[src/rtl/box_region_scanner.sv]
// Raster scan of the pixels inside a latched selection box.
// Emits one coordinate/address beat per pixel over a valid/ready stream.
module box_region_scanner #(
    parameter int unsigned IMAGE_WIDTH  = 1080,
    parameter int unsigned IMAGE_HEIGHT = 1920,
    parameter int unsigned COORD_W      = 11,
    parameter int unsigned ADDR_W       = 21,
    parameter int unsigned CNT_W        = 22
) (
    input  logic               clk,
    input  logic               rst,
    input  logic               start,
    input  logic               abort,
    input  logic [COORD_W-1:0] x1,
    input  logic [COORD_W-1:0] y1,
    input  logic [COORD_W-1:0] x2,
    input  logic [COORD_W-1:0] y2,
    output logic               pix_valid,
    input  logic               pix_ready,
    output logic [COORD_W-1:0] pix_x,
    output logic [COORD_W-1:0] pix_y,
    output logic [ADDR_W-1:0]  pix_addr,
    output logic               pix_last,
    output logic               busy,
    output logic               done,
    output logic [CNT_W-1:0]   pix_count
);

    typedef enum logic [1:0] {IDLE, SETUP, SCAN, DONE} state_t;

    localparam logic [COORD_W-1:0] XMAX     = COORD_W'(IMAGE_WIDTH - 1);
    localparam logic [COORD_W-1:0] YMAX     = COORD_W'(IMAGE_HEIGHT - 1);
    localparam logic [ADDR_W-1:0]  ROW_STEP = ADDR_W'(IMAGE_WIDTH);

    state_t             state;
    logic [COORD_W-1:0] bx1, by1, bx2, by2;
    logic [COORD_W-1:0] xs_r, xe_r, ye_r;
    logic [ADDR_W-1:0]  row_base;

    // Box normalisation from the latched corners (used in SETUP)
    logic [COORD_W-1:0] nxs, nxe, nys, nye, nxe_raw, nye_raw;
    logic [ADDR_W-1:0]  setup_base;
    logic               box_empty;

    always_comb begin
        nxs        = (bx1 < bx2) ? bx1 : bx2;
        nxe_raw    = (bx1 < bx2) ? bx2 : bx1;
        nys        = (by1 < by2) ? by1 : by2;
        nye_raw    = (by1 < by2) ? by2 : by1;
        nxe        = (nxe_raw > XMAX) ? XMAX : nxe_raw;
        nye        = (nye_raw > YMAX) ? YMAX : nye_raw;
        box_empty  = (nxs > XMAX) || (nys > YMAX);
        setup_base = ADDR_W'(nys) * ROW_STEP;
    end

    // Next raster position after an accepted beat; row wrap uses an add, not a multiply
    logic [COORD_W-1:0] step_x, step_y;
    logic [ADDR_W-1:0]  step_addr, step_base;
    logic               step_last;
    logic               fire;

    always_comb begin
        step_x    = pix_x;
        step_y    = pix_y;
        step_addr = pix_addr;
        step_base = row_base;
        if (pix_x < xe_r) begin
            step_x    = pix_x + COORD_W'(1);
            step_addr = pix_addr + ADDR_W'(1);
        end else begin
            step_x    = xs_r;
            step_y    = pix_y + COORD_W'(1);
            step_base = row_base + ROW_STEP;
            step_addr = row_base + ROW_STEP + ADDR_W'(xs_r);
        end
        step_last = (step_x == xe_r) && (step_y == ye_r);
        fire      = pix_valid && pix_ready;
    end

    always_ff @(posedge clk or negedge rst) begin
        if (!rst) begin
            state     <= IDLE;
            bx1       <= '0;
            by1       <= '0;
            bx2       <= '0;
            by2       <= '0;
            xs_r      <= '0;
            xe_r      <= '0;
            ye_r      <= '0;
            row_base  <= '0;
            pix_valid <= 1'b0;
            pix_x     <= '0;
            pix_y     <= '0;
            pix_addr  <= '0;
            pix_last  <= 1'b0;
            busy      <= 1'b0;
            done      <= 1'b0;
            pix_count <= '0;
        end else begin
            done <= 1'b0;
            case (state)
                IDLE: begin
                    if (start) begin
                        bx1       <= x1;
                        by1       <= y1;
                        bx2       <= x2;
                        by2       <= y2;
                        pix_count <= '0;
                        busy      <= 1'b1;
                        state     <= SETUP;
                    end
                end
                SETUP: begin
                    if (abort) begin
                        busy  <= 1'b0;
                        state <= IDLE;
                    end else if (box_empty) begin
                        busy  <= 1'b0;
                        done  <= 1'b1;
                        state <= DONE;
                    end else begin
                        xs_r      <= nxs;
                        xe_r      <= nxe;
                        ye_r      <= nye;
                        pix_x     <= nxs;
                        pix_y     <= nys;
                        row_base  <= setup_base;
                        pix_addr  <= setup_base + ADDR_W'(nxs);
                        pix_last  <= (nxs == nxe) && (nys == nye);
                        pix_valid <= 1'b1;
                        state     <= SCAN;
                    end
                end
                SCAN: begin
                    if (fire) begin
                        pix_count <= pix_count + CNT_W'(1);
                    end
                    if (abort) begin
                        pix_valid <= 1'b0;
                        pix_last  <= 1'b0;
                        busy      <= 1'b0;
                        state     <= IDLE;
                    end else if (fire) begin
                        if (pix_last) begin
                            pix_valid <= 1'b0;
                            pix_last  <= 1'b0;
                            busy      <= 1'b0;
                            done      <= 1'b1;
                            state     <= DONE;
                        end else begin
                            pix_x    <= step_x;
                            pix_y    <= step_y;
                            pix_addr <= step_addr;
                            row_base <= step_base;
                            pix_last <= step_last;
                        end
                    end
                end
                DONE: begin
                    state <= IDLE;
                end
                default: begin
                    state <= IDLE;
                end
            endcase
        end
    end

endmodule

[config.mk]
export PLATFORM = sky130hd
export DESIGN_NAME = box_region_scanner
export DESIGN_NICKNAME = d
export VERILOG_FILES = /design/src/rtl/box_region_scanner.sv
export SDC_FILE = /design/constraint.sdc
export NUM_CORES = 1
export LEC_CHECK = 0
export ABC_CLOCK_PERIOD_IN_PS = 7900
export CORE_MARGIN = 1
export CORE_UTILIZATION = 35
export CTS_CLUSTER_SIZE = 10
export DETAILED_ROUTE_END_ITERATION = 8
export HOLD_SLACK_MARGIN = 0.05
export PLACE_DENSITY = 0.53
export SETUP_SLACK_MARGIN = 0.2
export SYNTH_ARGS = -nofsm -noshare
export SYNTH_HDL_FRONTEND = slang
export SYNTH_SLANG_ARGS = --single-unit
export TNS_END_PERCENT = 30
[constraint.sdc]
create_clock -name clk -period 7.9 [get_ports clk]
set_input_delay 0.79 -clock clk [delete_from_list [all_inputs] [get_ports clk]]
set_output_delay 0.79 -clock clk [all_outputs]
set_load 0.02 [all_outputs]
==> qor.yml <==
logic_synthesis:
  synth-seq-cells: 166
  synth_edf_count: 0
  syn_nets: 1750
  syn_area_per_cell_um2: 8.46
  synth-seq-area-share_pct: 30.8
  ys_warn_count: 0
  synth_ff_type: "dfrtp_1"
  syn_area_um2: 13500
  synthArstFlopShare_pct: 100
  netlist_instances: 1596
  yosys.cell_types.count: 91
placement:
  io_buffers: 117
  dp_hpwl_um: 33100
  place_worst_setup_slack_ns: 1.20
  placed_cell_area_um2: 15200
  gp_congestion: 0.928
  dp.cells: 2172
global_route:
  grt_max_degree: 72
  antenna_found_initial: 0
  grt_pass1_vias: 11400
  grt_overflow: 0
  grt_pass1_wl_um: 66700
  grt_use_total_pct: 22.2
setup_path:
  crit_start: "by2[10]"
  worstReg2RegEnd: "pix_addr[19]"
  cp-endpoint: "pix_addr[19]"
  critPathKind: "flip-flop to flip-flop"
  r2r_start: "by2[10]"
  critical_path_required_ns: 8.24
  setup.worst_path.start_class: "flip-flop"
  arrival_ns: 7.14
  critPathMaxFanout: 30
  ff2ff_path_depth: 29
  cpPeakStageDelay_ns: 0.56
  crit_top_cell: "ha_1"
  crit_slowest_cell: "or4_1"
  end_kind: "flip-flop"
  rrSetupSlack_ns: 1.10
floorplanning:
  die_x_um: 198
  ios: 118
  core_um2: 37800
  std_cell_rows: 71
  die_area_um2: 39300
  start_util_pct: 35.7
  die_h_um: 198
final_layout:
  stdcell_area_um2: 15800
  finalNonFillerCells: 2204
  fillers: 3944
  multi_input_area_um2: 8660
  drive_gt1_share_pct: 8.21
  seq_area_um2: 4150
  top_register: "pix_count"
  largest_register_ffs: 22
  top_regs: "pix_count x22, pix_addr x21, row_base x18"
  nets: 1834
  area_growth_pct: 17.0
  diodes: 0
route:
  avgViaCountPerCell: 5.43
  routed.top_layer: "met4"
  wl_met3_um: 1690
  drt_pass1_iterations: 5
  drtIter0Drc: 709
  drcViolationCount: 0
  antenna_left: 0
  wl_met1_um: 21100
  routedWlPerCell_um: 19.4
  wl_um: 42800
  wl_met2_um: 19200
  vias: 12000
clock_network:
  cts_num_sinks: 166
  ctsHtreeMaxLevel: 4
  cts_root_buffer: "clkbuf_16"
  clk_latency_ns: 0.46
  post_cts_resize_count: 0
  path_clk_slew_ns: 0.08
  cts_tree: "done"
  post_cts_buffers: 0
  cts_buffers: 17
  cts_hold_buf: 0
  cts_buffer_depth: 2
timing:
  max-slew-margin-rel_pct: 27.3
  setup_viol: 0
  fin_setup_tns_ns: 0
  fin_skew_ns: 0.0158
  slew_viol_final: 0
  worst_pin_slew_ns: 1.08
  setup_ws_ns: 1.10
  timing_hold_violations_final: 0
  period_share_pct: 86.0
  finalCriticalPeriod_ns: 6.80
  fmax_ghz: 0.147
  rsz0062_at_grt: "false"
run_status:
  status: "finished clean"
run:
  drv_cap: 0
hold_path:
  hp-class: "primary input to asynchronous set/reset pin"
==> through the flow <==
stage / util, % / hold slack [ns]
6_report: 41.7 / 0.255
5_1_grt: 41.7 / 0.271
4_1_cts: 41.7 / 0.262
3_5_place_dp: 40.1 / 0.494
3_3_place_gp: 40.1 / 0.479
2_1_floorplan: - / 0.464
==> cells in the final DEF, fill, tap and decap left out, drive strengths merged, types with 20 or more instances in the layout <==
cell	instances
clkdlybuf4s50	116
o211ai	25
xnor2	59
ha	90
a21oi	95
nand2	181
dfrtp	166
mux2i	25
mux2	53
nor3	22
inv	123
and3	22
o21ai	142
a21o	20
xor2	55
nor2	124
nand4	26
nand3	48
==> logic make-up after synthesis <==
kind of cell | after synthesis | share of synthesized area [%]
AOI/OAI and AO/OA | 434 | 21.0
xor gates and xnor gates | 115 | 7.62
adders and majority gates | 107 | 10.7
buffers and inverters | 184 | 5.28
DFF | 166 | 30.8
muxes | 78 | 6.31
and+or+nand+nor | 512 | 18.3
==> routing by layer <==
layer / vias up / track usage (%)
met5: - / 0
met4: 0 / 5.54
met3: 39 / 3.32
met2: 275 / 34.8
met1: 5770 / 31.7
li1: 5889 / -
==> worst min path at each step <==
| stage | startpoint | endpoint | slack [ns] |
|---|---|---|---|
| after floorplan | xe_r[2] | xe_r[2] | 0.46 |
| after global placement | busy | busy | 0.48 |
| after detailed placement | busy | busy | 0.49 |
| after CTS | rst | pix_y[9] | 0.26 |
| after global routing | rst | pix_addr[11] | 0.27 |
| final | rst | pix_addr[11] | 0.26 |
==> final cells by class <==
class	instances	area share [%]
Clock buffer	18	2.78
Clock inverter	14	1.06
Inverter	117	2.78
Multi-Input combinational cell	1246	54.9
Sequential cell	166	26.3
Tap cell	511	4.05
Timing Repair Buffer	132	8.14
==> critical path, delay by kind of cell, from the launching register on <==
family,cells,cell delay [ns]
XOR/XNOR,2,0.31
AO/OA/AOI/OAI,7,1.58
AND/OR/NAND/NOR,8,1.50
adder cells (fa/ha/maj),7,2.15
flip-flops,1,0.48
buffers and inverters,5,0.64
==> Yosys cell counts, drive strengths merged (11+ instances only) <==
master | n | share of area [%]
nand2 | 181 | 5.1
dfrtp | 166 | 31
o21ai | 142 | 5.4
nor2 | 124 | 3.5
inv | 117 | 3.3
a21oi | 95 | 3.7
ha | 90 | 8.3
xnor2 | 59 | 3.9
xor2 | 55 | 3.6
mux2 | 53 | 4.5
clkbuf | 49 | 1.4
nand3 | 48 | 1.8
nand4 | 26 | 1.3
mux2i | 25 | 1.9
o211ai | 25 | 1.4
and3 | 22 | 1.0
nor3 | 22 | 0.89
a21o | 20 | 1.1
buf | 18 | 0.66
nor2b | 17 | 0.79
a211oi | 16 | 0.93
o22ai | 16 | 0.74
a31oi | 15 | 0.74
fa | 15 | 2.2
o31ai | 15 | 0.83
o2111ai | 14 | 0.96
and2 | 11 | 0.51
nand2b | 11 | 0.51
Power is not shown: default switching activity piles up to over one toggle a cycle in this logic, so the estimate is an artifact.
